$ cat config.mk
export PLATFORM = sky130hd
export DESIGN_NAME = dqs_dly_scan
export DESIGN_NICKNAME = d
export VERILOG_FILES = /design/src/rtl/dqs_dly_scan.sv
export SDC_FILE = /design/constraint.sdc
export NUM_CORES = 1
export LEC_CHECK = 0
export ABC_AREA = 1
export BUFFER_PORTS_ARGS = -buffer_cell sky130_fd_sc_hd__buf_2
export CORE_MARGIN = 10
export CORE_UTILIZATION = 40
export DETAILED_ROUTE_END_ITERATION = 12
export PLACE_DENSITY_LB_ADDON = 0.05
export SYNTH_ARGS = -nofsm -noshare
export SYNTH_HDL_FRONTEND = slang
export SYNTH_SLANG_ARGS = --single-unit
$ cat constraint.sdc
create_clock -name clk -period 4.55 [get_ports clk]
set_clock_uncertainty 0.1 [all_clocks]
set_input_delay 0.455 -clock clk [delete_from_list [all_inputs] [get_ports clk]]
set_output_delay 0.455 -clock clk [all_outputs]
set_load 0.005 [all_outputs]
$ cat src/rtl/dqs_dly_scan.sv
// dqs_dly_scan: per-lane delay tap sweep that finds the widest passing loopback
// window on each lane and applies its center tap.
module dqs_dly_scan #(
    parameter int         NUM_LANES     = 2,
    parameter int         DLY_WIDTH     = 5,
    parameter int         SETTLE_CYCLES = 16,
    parameter int         SAMPLES       = 8,
    parameter logic [3:0] PATTERN       = 4'b0101
) (
    input  logic                             clk,
    input  logic                             rst,
    input  logic                             start,
    input  logic                             dly_ready,
    input  logic [4*NUM_LANES-1:0]           rx_data,
    output logic [3:0]                       pat_out,
    output logic [DLY_WIDTH*NUM_LANES-1:0]   dly_out,
    output logic [NUM_LANES-1:0]             dly_ld,
    output logic                             dly_set,
    output logic                             busy,
    output logic                             done,
    output logic                             err,
    output logic [NUM_LANES-1:0]             found,
    output logic [DLY_WIDTH*NUM_LANES-1:0]   win_start,
    output logic [(DLY_WIDTH+1)*NUM_LANES-1:0] win_len,
    output logic [DLY_WIDTH*NUM_LANES-1:0]   center
);
    localparam int CMAX = (SETTLE_CYCLES > SAMPLES) ? SETTLE_CYCLES : SAMPLES;
    localparam int CW = $clog2(CMAX + 1);
    localparam int LW = DLY_WIDTH + 1;
    localparam logic [DLY_WIDTH-1:0] TAP_MAX = '1;
    typedef enum logic [3:0] {
        IDLE, WAIT_RDY, LOAD, SET, SETTLE, SAMPLE, NEXT, APPLY_LD, APPLY_SET, DONE
    } state_t;
    state_t                               state_q, state_d;
    logic [CW-1:0]                        cnt_q, cnt_d;
    logic [DLY_WIDTH-1:0]                 tap_q, tap_d;
    logic [NUM_LANES-1:0][DLY_WIDTH-1:0]  cur_start_q, cur_start_d, best_start_q, best_start_d;
    logic [NUM_LANES-1:0][DLY_WIDTH-1:0]  center_q, center_d, dly_out_q, dly_out_d;
    logic [NUM_LANES-1:0][LW-1:0]         cur_len_q, cur_len_d, best_len_q, best_len_d;
    logic [NUM_LANES-1:0]                 fail_q, fail_d, found_q, found_d, dly_ld_q, dly_ld_d;
    logic                                 dly_set_q, dly_set_d, busy_q, busy_d;
    logic                                 done_q, done_d, err_q, err_d;
    logic [3:0]                           pat_q;
    logic                                 accept, abort;
    assign accept = (state_q == IDLE) && start;
    assign abort  = !dly_ready && (state_q inside {LOAD, SET, SETTLE, SAMPLE, NEXT, APPLY_LD, APPLY_SET});
    always_ff @(posedge clk) begin
        if (rst) begin
            state_q <= IDLE;
            cnt_q   <= '0;
        end else begin
            state_q <= state_d;
            cnt_q   <= cnt_d;
        end
    end
    always_comb begin
        state_d = state_q;
        case (state_q)
            IDLE:      if (start) state_d = WAIT_RDY;
            WAIT_RDY:  if (dly_ready) state_d = LOAD;
            LOAD:      state_d = SET;
            SET:       state_d = SETTLE;
            SETTLE:    if (cnt_q == CW'(SETTLE_CYCLES - 1)) state_d = SAMPLE;
            SAMPLE:    if (cnt_q == CW'(SAMPLES - 1)) state_d = NEXT;
            NEXT:      state_d = (tap_q == TAP_MAX) ? APPLY_LD : LOAD;
            APPLY_LD:  state_d = APPLY_SET;
            APPLY_SET: state_d = DONE;
            DONE:      state_d = IDLE;
            default:   state_d = IDLE;
        endcase
        if (abort) state_d = DONE;
        cnt_d = (state_d != state_q) ? '0 : cnt_q + CW'(1);
    end
    // Window tracking: a passing tap extends the current run; the best run only
    // moves on a strictly longer run, so ties keep the earliest window.
    always_comb begin
        cur_start_d  = cur_start_q;
        cur_len_d    = cur_len_q;
        best_start_d = best_start_q;
        best_len_d   = best_len_q;
        center_d     = center_q;
        fail_d       = fail_q;
        found_d      = found_q;
        for (int i = 0; i < NUM_LANES; i++) begin
            if (state_q == SAMPLE) fail_d[i] = fail_q[i] | (rx_data[4*i +: 4] != PATTERN);
            if (state_q == NEXT) begin
                fail_d[i] = 1'b0;
                if (fail_q[i]) begin
                    cur_len_d[i] = '0;
                end else begin
                    cur_start_d[i] = (cur_len_q[i] == '0) ? tap_q : cur_start_q[i];
                    cur_len_d[i]   = cur_len_q[i] + LW'(1);
                    if (cur_len_d[i] > best_len_q[i]) begin
                        best_start_d[i] = cur_start_d[i];
                        best_len_d[i]   = cur_len_d[i];
                    end
                end
            end
            if (state_d == APPLY_LD)
                center_d[i] = (best_len_d[i] != '0) ?
                    DLY_WIDTH'(LW'(best_start_d[i]) + ((best_len_d[i] - LW'(1)) >> 1)) : '0;
            if (state_q == DONE) found_d[i] = !err_q && (best_len_q[i] != '0);
            if (accept) begin
                cur_start_d[i]  = '0;
                cur_len_d[i]    = '0;
                best_start_d[i] = '0;
                best_len_d[i]   = '0;
                center_d[i]     = '0;
                fail_d[i]       = 1'b0;
                found_d[i]      = 1'b0;
            end
        end
    end
    // Strobes and dly_out are registered from the next state so they line up
    // with the state they belong to.
    always_comb begin
        tap_d     = accept ? '0 : (state_q == NEXT && state_d == LOAD) ? tap_q + DLY_WIDTH'(1) : tap_q;
        busy_d    = accept ? 1'b1 : (state_q == DONE) ? 1'b0 : busy_q;
        done_d    = accept ? 1'b0 : (state_q == DONE) ? 1'b1 : done_q;
        err_d     = accept ? 1'b0 : abort ? 1'b1 : err_q;
        dly_ld_d  = {NUM_LANES{state_d == LOAD || state_d == APPLY_LD}};
        dly_set_d = (state_d == SET) || (state_d == APPLY_SET);
        dly_out_d = dly_out_q;
        for (int i = 0; i < NUM_LANES; i++)
            dly_out_d[i] = (state_d == LOAD) ? tap_d : (state_d == APPLY_LD) ? center_d[i] : dly_out_q[i];
    end
    always_ff @(posedge clk) begin
        if (rst) begin
            tap_q        <= '0;
            cur_start_q  <= '0;
            cur_len_q    <= '0;
            best_start_q <= '0;
            best_len_q   <= '0;
            center_q     <= '0;
            fail_q       <= '0;
            found_q      <= '0;
            dly_out_q    <= '0;
            dly_ld_q     <= '0;
            dly_set_q    <= 1'b0;
            busy_q       <= 1'b0;
            done_q       <= 1'b0;
            err_q        <= 1'b0;
            pat_q        <= '0;
        end else begin
            tap_q        <= tap_d;
            cur_start_q  <= cur_start_d;
            cur_len_q    <= cur_len_d;
            best_start_q <= best_start_d;
            best_len_q   <= best_len_d;
            center_q     <= center_d;
            fail_q       <= fail_d;
            found_q      <= found_d;
            dly_out_q    <= dly_out_d;
            dly_ld_q     <= dly_ld_d;
            dly_set_q    <= dly_set_d;
            busy_q       <= busy_d;
            done_q       <= done_d;
            err_q        <= err_d;
            pat_q        <= PATTERN;
        end
    end
    assign pat_out   = pat_q;
    assign dly_out   = dly_out_q;
    assign dly_ld    = dly_ld_q;
    assign dly_set   = dly_set_q;
    assign busy      = busy_q;
    assign done      = done_q;
    assign err       = err_q;
    assign found     = found_q;
    assign win_start = best_start_q;
    assign win_len   = best_len_q;
    assign center    = center_q;
endmodule

== After elaboration in Yosys (flattened, before gate mapping) ==
Cells that the tools add are included.
Word-level totals
  word-level logic and storage cells: 118
  output and inout bits: 54
  bits in registers: 91
Operators by class
  add/sub/neg operators: 8
  bitwise gates (word level): 4
  multiplexer cells: 38
  equality and inequality tests: 19
  reductions and logical operators: 24
  magnitude comparators: 2
Operators with widths (number)
  $mux W5: 20
  $mux W6: 8
  $pmux W4 S9: 1
  $reduce_bool A6 Y1: 4
  $eq A4 B3 Y1 const B: 5
  $mux W4: 5
  $eq A4 B2 Y1 const B: 4
  $add A6 B1 Y6 const B: 2
  $eq A4 B4 Y1 const B: 3
  $gt A6 B6 Y1: 2
  $logic_not A6 Y1: 2
  $sub A6 B1 Y6 const B: 2
  $add A5 B1 Y5 const B: 2
  $add A5 B5 Y5: 2
  $ne A4 B3 Y1 const B: 2
  $reduce_bool A7 Y1: 1
  $mux W3: 2
  $eq A5 B3 Y1 const B: 1
  $eq A5 B4 Y1 const B: 1
  $eq A5 B5 Y1 const B: 1
  $logic_and A1 B1 Y1: 5
  $eq A4 B1 Y1 const B: 1
  $logic_not A4 Y1: 1
  $ne A4 B4 Y1: 1
  9 further kinds: 17

== Longest topological paths before layout ==
Gate-level depths: netlist of the first run.
  depth in word-level cells: 12
  mapped depth: 30
  mapped depth without buffers: 29

== Worst setup path before layout of the first run ==
Ideal clock, no wire load.
  path kind: reg-to-reg
  start: register cur_len_q[6] (netlist bit)
  end: register dly_out_q (netlist bit dly_out[9])
  cell stages (with the launch flop): 28
  data arrival time: 3.494 ns
  data required time: 4.319 ns
  setup slack: 0.825 ns
  setup time: 0.131 ns
  buffers on the path: 1
  path through: dfxtp_1 ha_1 nand3_1 xor2_1 inv_1 ha_1 nand2_1 nor2_1 and3_1 nor2_8 nand2_4 buf_6 nand2_1 nand2_1 nor2_1 nand2_1 clkinv_1 or2_2 ha_1 a21o_1 a31oi_1 inv_1 nand3_1 nand2_1 nand2_1 nand2_1 nand2_1 a21oi_2
Between the ends
  word-level cells in the longest chain between the ends: 12
  elaborated cells between the ends (all ways): 18
  those cells by class: add/sub: 3; order compare: 1; mux: 12; reduce/logical: 2
RTL lines
  from (decl): RTL line 39  | logic [NUM_LANES-1:0][LW-1:0] cur_len_q, cur_len_d, best_len_q, best_len_d;
  from (signal assigned): RTL line 147  | cur_len_q <= cur_len_d;
  $add A6 B1 Y6: RTL line 92  | cur_len_d[i] = cur_len_q[i] + LW'(1);
  $gt A6 B6 Y1: RTL line 93  | if (cur_len_d[i] > best_len_q[i]) begin
  $mux W6: RTL line 93
  $mux W6: RTL line 88  | if (fail_q[i]) begin
  $mux W6: RTL line 86  | if (state_q == NEXT) begin
  $sub A6 B1 Y6: RTL line 101  | DLY_WIDTH'(LW'(best_start_d[i]) + ((best_len_d[i] - LW'(1)) >> 1)) : '0;
  $add A5 B5 Y5: RTL line 101
  $mux W5 *: RTL line 100  | center_d[i] = (best_len_d[i] != '0) ?
  $mux W5 *: RTL line 99  | if (state_d == APPLY_LD)
  $mux W5 *: RTL line 103  | if (accept) begin
  $mux W5 * (2 in series): RTL line 125  | dly_out_d[i] = (state_d == LOAD) ? tap_d : (state_d == APPLY_LD) ? center_d[i] : dly_out_q[i];
  to (signal assigned): RTL line 153  | dly_out_q <= dly_out_d;
  to (decl): RTL line 38  | logic [NUM_LANES-1:0][DLY_WIDTH-1:0] center_q, center_d, dly_out_q, dly_out_d;
Mark *: on every way between the ends. The rest lies on a longest branch, timed or not. The select of a mux whose other input is x is not followed.
A chain may end at the register's enable or synchronous reset.

== Worst setup path after layout of the first run ==
  start: register cur_len_q[6] (netlist bit)
  end: register center_q (netlist bit center[9])
Between the ends
  word-level cells in the longest chain between the ends: 10
  elaborated cells between the ends (all ways): 16
  those cells by class: add/sub: 3; order compare: 1; mux: 10; reduce/logical: 2
RTL lines
  $add A6 B1 Y6: RTL line 92
  $gt A6 B6 Y1: RTL line 93
  $mux W6: RTL line 93
  $mux W6: RTL line 88
  $mux W6: RTL line 86
  $sub A6 B1 Y6: RTL line 101
  $add A5 B5 Y5: RTL line 101
  $mux W5 *: RTL line 100
  $mux W5 *: RTL line 99
  $mux W5 *: RTL line 103
  to (signal assigned): RTL line 150  | center_q <= center_d;
  to (decl): RTL line 38
Mark *: on every way between the ends. The rest lies on a longest branch, timed or not.

==> results.json, run 1 <==
{
  "status": "complete, no violations",
  "setup_viol": 0,
  "cts_buffers": 9,
  "yosysWarnings": 0,
  "fillers": 1251,
  "cp.required_ns": 4.66,
  "nNetsFinal": 838,
  "clock_sinks": 88,
  "overflow": 0,
  "vias_per_cell": 4.76,
  "p_leak_nw": 2.99,
  "end_kind": "flip-flop",
  "dieHeight_um": 132,
  "r2r-end": "center[9]",
  "detail-route-antenna-nets": 0,
  "port_buffers": 63,
  "cp.buffers_inverters": 3,
  "die_x_um": 132,
  "synth.distinct_cells": 45,
  "finalHoldViolations": 0,
  "drt-initial-drc-count": 328,
  "routedWlPerCell_um": 13.7,
  "synth.largest_area_cell": "dfxtp_1",
  "criticalPathCategory": "flip-flop to flip-flop",
  "clockBufferDepth": 2,
  "period_needed_ns": 4.14,
  "place_congestion": 0.855,
  "post_cts_buffers": 0,
  "synth_edf_count": 0,
  "cpMostUsedCell": "nand2_1",
  "whs_ns": 0.312,
  "grt_pass1_vias": 4572,
  "power_density_mw_per_mm2": 338,
  "area_growth_pct": 15.3,
  "cp.depth": 27,
  "cp_max_fo": 17,
  "finalCritPeriodShare_pct": 91.0,
  "seq_area_frac_synth_pct": 35.0,
  "drtPass1Iterations": 5,
  "reg2reg_from": "cur_len_q[6]",
  "cts_tree": "yes",
  "combPwrFrac_pct": 17.0,
  "ys_ff_latch": 88,
  "cpLargestDelayFamily": "simple AND/OR/NAND/NOR gates",
  "multiInputGateArea_mm2": 0.00269,
  "start_util_pct": 41.4,
  "cts_htree_levels": 3,
  "totalWireLength_um": 13300,
  "drc_errors": 0,
  "num_io_pins": 66,
  "cp.arrival_ns": 4.26,
  "p_total_mw": 1.96,
  "avgSynthCellArea_um2": 6.82,
  "pwr-share-clk_pct": 40.0,
  "slew-limit-headroom_pct": 31.6,
  "max_stage_delay_ns": 0.35,
  "min_from": "rst",
  "hpwl_um": 10200,
  "hold_class": "primary input to flip-flop",
  "core_area_mm2": 0.0122,
  "crit_start": "cur_len_q[6]",
  "yosysTopAreaCellShare_pct": 35.0,
  "drive_above_1_share_pct": 14.5,
  "maxCapViolations": 0,
  "async_reset_ff_share_pct": 0,
  "cpMaxStageDelayCell": "dfxtp_2",
  "clock_latency_ns": 0.35,
  "rows": 40,
  "grt_max_degree": 48,
  "r2r_setup_slack_ns": 0.41,
  "final_cell_count_no_fill": 967,
  "vias": 4603,
  "max-vdd-ir-drop_mv": 0.221,
  "ys.flop_type": "dfxtp_1",
  "grt_pass1_wl_um": 22100,
  "die-area_mm2": 0.0175,
  "seqPwrFrac_pct": 42.9,
  "p_sw_mw": 0.583,
  "cp-endpoint": "center[9]",
  "ff2ff_path_depth": 27,
  "antenna_found_initial": 0,
  "clock-root-buffer": "clkbuf_16",
  "cts.reportedPaths.clkPinSlew_ns": 0.06,
  "cp-start-kind": "flip-flop",
  "grtUsageTotal_pct": 15.3,
  "max_clock_freq_mhz": 241,
  "regArea_mm2": 0.00176,
  "placed_cells": 951,
  "p_int_mw": 1.38,
  "swShare_pct": 29.8,
  "tightest_slew_ns": 1.02,
  "synth_area_mm2": 0.00503,
  "diodes": 0,
  "synthCells": 738,
  "finalMaxSlewViolations": 0,
  "ys_top_cells_by_area": "dfxtp_1 35%, nand2_1 13%, inv_1 9.1%"
}
==> layer usage <==
layer | vias up | part of all wire, % | global-route usage (%)
met2 | 91 | 44 | 24.2
met5 | - | 0 | 0
li1 | 2428 | - | -
met3 | 20 | 5.2 | 3.35
met1 | 2064 | 48 | 19.5
met4 | 0 | 2.1 | 6.54
==> cells in the mapped netlist, drive strengths merged, types with 2 or more instances <==
cell type and n:
clkinv 2, dfxtp 88, buf 14, fa 2, a21o 2, nor3 3, or2 3, inv 129
xnor2 4, a21oi 46, nand4 7, a31oi 4, o21ai 46, nor2 84, xor2 14, nand3 56
o311ai 2, a22oi 4, o211ai 2, clkbuf 7, nand2 179, ha 30, o22ai 2
==> worst min path at each step <==
stage                  to  slack [ns]  cells after the start
3_5_place_dp     found[1]        0.35                      2
6_report       dly_out[9]        0.31                      2
5_1_grt        dly_out[9]        0.33                      2
4_1_cts        dly_out[9]        0.31                      2
2_1_floorplan    cnt_q[0]        0.32                      1
3_3_place_gp     cnt_q[0]        0.33                      1
==> sequential cells by signal (all words and copies together) (netlist names), 2 cells and up <==
register     flops
win_len         12
state_q          4
dly_out         10
found            2
fail_q           2
win_start       10
cur_start_q     10
cur_len_q       12
tap_q            5
center          10
cnt_q            5
==> cell families (layout without fill, tap and decap cells) <==
kind of cell               Yosys count  in the layout  share of synthesized area (%)
other                                1              2                         0.0745
AOI/OAI and AO/OA                  110            110                           12.3
DFF                                 88             88                           35.0
adders and majority gates           32             32                           8.25
xor gates and xnor gates            18             18                           3.13
buffers and inverters              152            212                           12.0
and+or+nand+nor                    337            337                           29.2
==> power groups by stage <==
stage | Clock (mW) | Sequential (mW) | Combinational (mW)
after CTS | 0.802 | 0.840 | 0.337
after detailed placement | 0 | 0.857 | 0.335
after floorplan | 0 | 0.848 | 0.245
after global placement | 0 | 0.857 | 0.337
final | 0.784 | 0.841 | 0.334
after global routing | 0.832 | 0.846 | 0.387
==> final cells by class <==
type	instances	area share, %
flip-flops and latches	88	30.4
well taps	168	3.62
inverters	131	8.47
multi-input cells	499	46.4
repair buffers	65	5.69
clock inverters	4	0.884
clock buffers	12	4.59
==> cell usage in the layout (no fill, tap or decap), types with 3 or more instances in the layout <==
cell,netlist,layout
nand2_1,174,174
inv_1,122,122
dfxtp_1,88,87
nor2_1,77,77
buf_2,3,63
nand3_1,54,53
a21oi_1,41,41
o21ai_0,39,39
ha_1,30,30
xor2_1,14,14
clkbuf_16,0,9
inv_2,7,7
nand4_1,7,7
a21oi_2,5,5
a31oi_1,4,4
o21ai_1,4,4
a22oi_1,4,4
xnor2_1,4,3
nor2_2,3,3
nand2_4,2,3
nand3_2,2,3
o21ai_2,3,3
nor3_1,3,3
clkbuf_8,0,3
==> worst register-to-register path, delay by kind of cell, from the launching register on <==
kind	cells	cell delay (ns)
flip-flops	1	0.35
buffers and inverters	3	0.22
AO/OA/AOI/OAI	4	0.59
XOR/XNOR	1	0.20
adder cells (fa/ha/maj)	3	0.81
AND/OR/NAND/NOR	16	1.75
==> metrics by stage <==
step / utilization (%) / setup WS [ns] / setup TNS, ns / instance area [um^2]
6_report: 47.7 / 0.408 / 0 / 5800
5_1_grt: 47.7 / -0.0115 / -0.0115 / 5800
4_1_cts: 47.6 / 0.272 / 0 / 5780
3_5_place_dp: 44.9 / 0.312 / 0 / 5470
3_3_place_gp: 44.9 / 0.306 / 0 / 5470
2_1_floorplan: - / 0.825 / 0 / 5040
==> timing repair <==
action                     in CTS  in global routing
gates resized for setup         0                  4
setup endpoints to repair       0                  3
hold buffers                    0                  0
No activity file was read; power rests on OpenSTA's default activity.
==> inputs of run 2 (changes only) <==
- ABC_AREA: 1 -> default
==> results.json, run 2 <==
{
  "cts_buffers": 9,
  "place_congestion": 0.832,
  "yosysTopAreaCellShare_pct": 34.5,
  "overflow": 0,
  "clock_sinks": 88,
  "cts.reportedPaths.clkPinSlew_ns": 0.06,
  "place_ws_ns": 0.373,
  "cp_max_fo": 12,
  "drt-initial-drc-count": 292,
  "p_leak_nw": 2.42,
  "detail-route-antenna-nets": 0,
  "final_common_cell": "dfxtp_1",
  "status": "complete, no violations",
  "num_io_pins": 66,
  "async_reset_ff_share_pct": 0,
  "synth.largest_area_cell": "dfxtp_1",
  "hpwl_um": 10200,
  "grt_max_degree": 60,
  "final_cell_mix": "88 x dfxtp_1, 81 x nor2_1, 65 x a21oi_1",
  "finalCritPeriodShare_pct": 92.6,
  "period_needed_ns": 4.21,
  "dieHeight_um": 133,
  "grt_pass1_vias": 4302,
  "seq_area_frac_synth_pct": 34.5,
  "power_density_mw_per_mm2": 280,
  "diodes": 0,
  "fillers": 1293,
  "whs_ns": 0.350,
  "p_total_mw": 1.64,
  "cp.arrival_ns": 4.35,
  "cts_htree_levels": 3,
  "synth_edf_count": 0,
  "ff2ff_path_depth": 19,
  "min_path_cells": 1,
  "yosysWarnings": 0,
  "drive_above_1_share_pct": 16.5,
  "nNetsFinal": 720,
  "criticalPathCategory": "flip-flop to flip-flop",
  "yosys-top-cells-count": "88 x dfxtp_1, 81 x nor2_1, 65 x a21oi_1",
  "finalHoldViolations": 0,
  "core_area_mm2": 0.0126,
  "cp.required_ns": 4.68,
  "cts_tree": "yes",
  "port_buffers": 63,
  "clock_latency_ns": 0.35,
  "rsz0062_at_grt": "no",
  "rows": 41,
  "ys_top_cells_by_area": "dfxtp_1 35%, ha_1 7.4%, a21oi_1 6.4%",
  "ys.flop_type": "dfxtp_1",
  "synth_area_mm2": 0.00510,
  "max-vdd-ir-drop_mv": 0.166,
  "maxCapViolations": 0,
  "clock-root-buffer": "clkbuf_16",
  "grtUsageTotal_pct": 15.4,
  "tightest_slew_ns": 1.02,
  "avgSynthCellArea_um2": 8.19,
  "end_kind": "flip-flop",
  "max_clock_freq_mhz": 237,
  "start_util_pct": 40.6,
  "ys_ff_latch": 88,
  "antenna_found_initial": 0,
  "hold_class": "flip-flop to flip-flop",
  "tns_ns": 0,
  "clockBufferDepth": 2,
  "slew-limit-headroom_pct": 31.5,
  "vias": 4451,
  "finish.utilization_pct": 46.8,
  "drc_errors": 0,
  "finalMaxSlewViolations": 0,
  "cp-start-kind": "flip-flop",
  "drtPass1Iterations": 5,
  "setup_viol": 0,
  "routedWlPerCell_um": 16.2,
  "die-area_mm2": 0.0177,
  "synthCells": 623,
  "area_growth_pct": 15.3,
  "fin_ws_ns": 0.336,
  "synth.distinct_cells": 59,
  "die_x_um": 133,
  "cts_hold_buf": 0,
  "totalWireLength_um": 13800,
  "grt_pass1_wl_um": 22400,
  "yosysMostFrequentCell": "dfxtp_1",
  "vias_per_cell": 5.22
}
run 2: cell type report:
type / instances / area [um^2] / area share [%]
well taps: 172 / 215 / 3.66
repair buffers: 80 / 443 / 7.53
inverters: 39 / 146 / 2.49
flip-flops and latches: 88 / 1760 / 29.9
clock buffers: 9 / 225 / 3.83
clock inverters: 6 / 43.8 / 0.744
multi-input cells: 458 / 3050 / 51.8
run 2: routing by layer:
metal	GRT usage [%]	wire length (um)	vias up	part of all wire (%)
li1	-	-	2257	-
met1	19.4	6490	2104	47
met3	2.73	454	14	3.3
met2	25.7	6610	76	48
met4	5.75	213	0	1.5
met5	0	0	-	0
run 2: report_power, final:
group	internal, mW	switching, mW	total, mW	leakage [nW]
combinational	0.0527	0.0978	0.151	1.57
clock	0.370	0.328	0.698	0.132
sequential	0.785	0.0115	0.796	0.710
run 2: critical path: stages (launching register included):
cell	delay, ns
dfxtp_1	0.49
ha_1	0.22
nand3_1	0.09
xor2_1	0.25
inv_1	0.12
ha_1	0.32
a21oi_1	0.14
a21boi_0	0.10
o311a_2	0.49
a21oi_1	0.25
ha_1	0.27
inv_1	0.06
ha_1	0.16
inv_1	0.06
fa_1	0.40
nor2b_1	0.13
o21a_1	0.11
nor2_1	0.04
xnor2_1	0.18
o21ai_0	0.11
run 2: worst paths after layout:
check                     from        end  slack [ns]
setup / recovery  cur_len_q[6]  center[9]        0.34
hold reg to reg       cnt_q[0]   cnt_q[0]        0.35
hold / removal        cnt_q[0]   cnt_q[0]        0.35
setup reg to reg  cur_len_q[6]  center[9]        0.34
run 2: cell families after synthesis:
| kind of cell | count (synthesis) | share of synthesized area, % |
|---|---|---|
| compound gates | 136 | 17.0 |
| xor+xnor | 38 | 7.06 |
| fa+ha+maj | 32 | 8.14 |
| buf+inv | 78 | 6.23 |
| flops | 88 | 34.5 |
| mux | 27 | 5.34 |
| other cells | 1 | 0.0735 |
| simple gates | 223 | 21.6 |
run 2: through the flow:
step	area, um^2	instances
6_report	5880	852
3_5_place_dp	5610	837
5_1_grt	5880	852
2_1_floorplan	5110	624
3_3_place_gp	5610	837
4_1_cts	5880	852
run 2: what timing repair did:
| item | CTS | global route |
|---|---|---|
| gates resized for setup | 0 | 2 |
| buffers inserted | 0 | 0 |
| setup endpoints to repair | 0 | 4 |
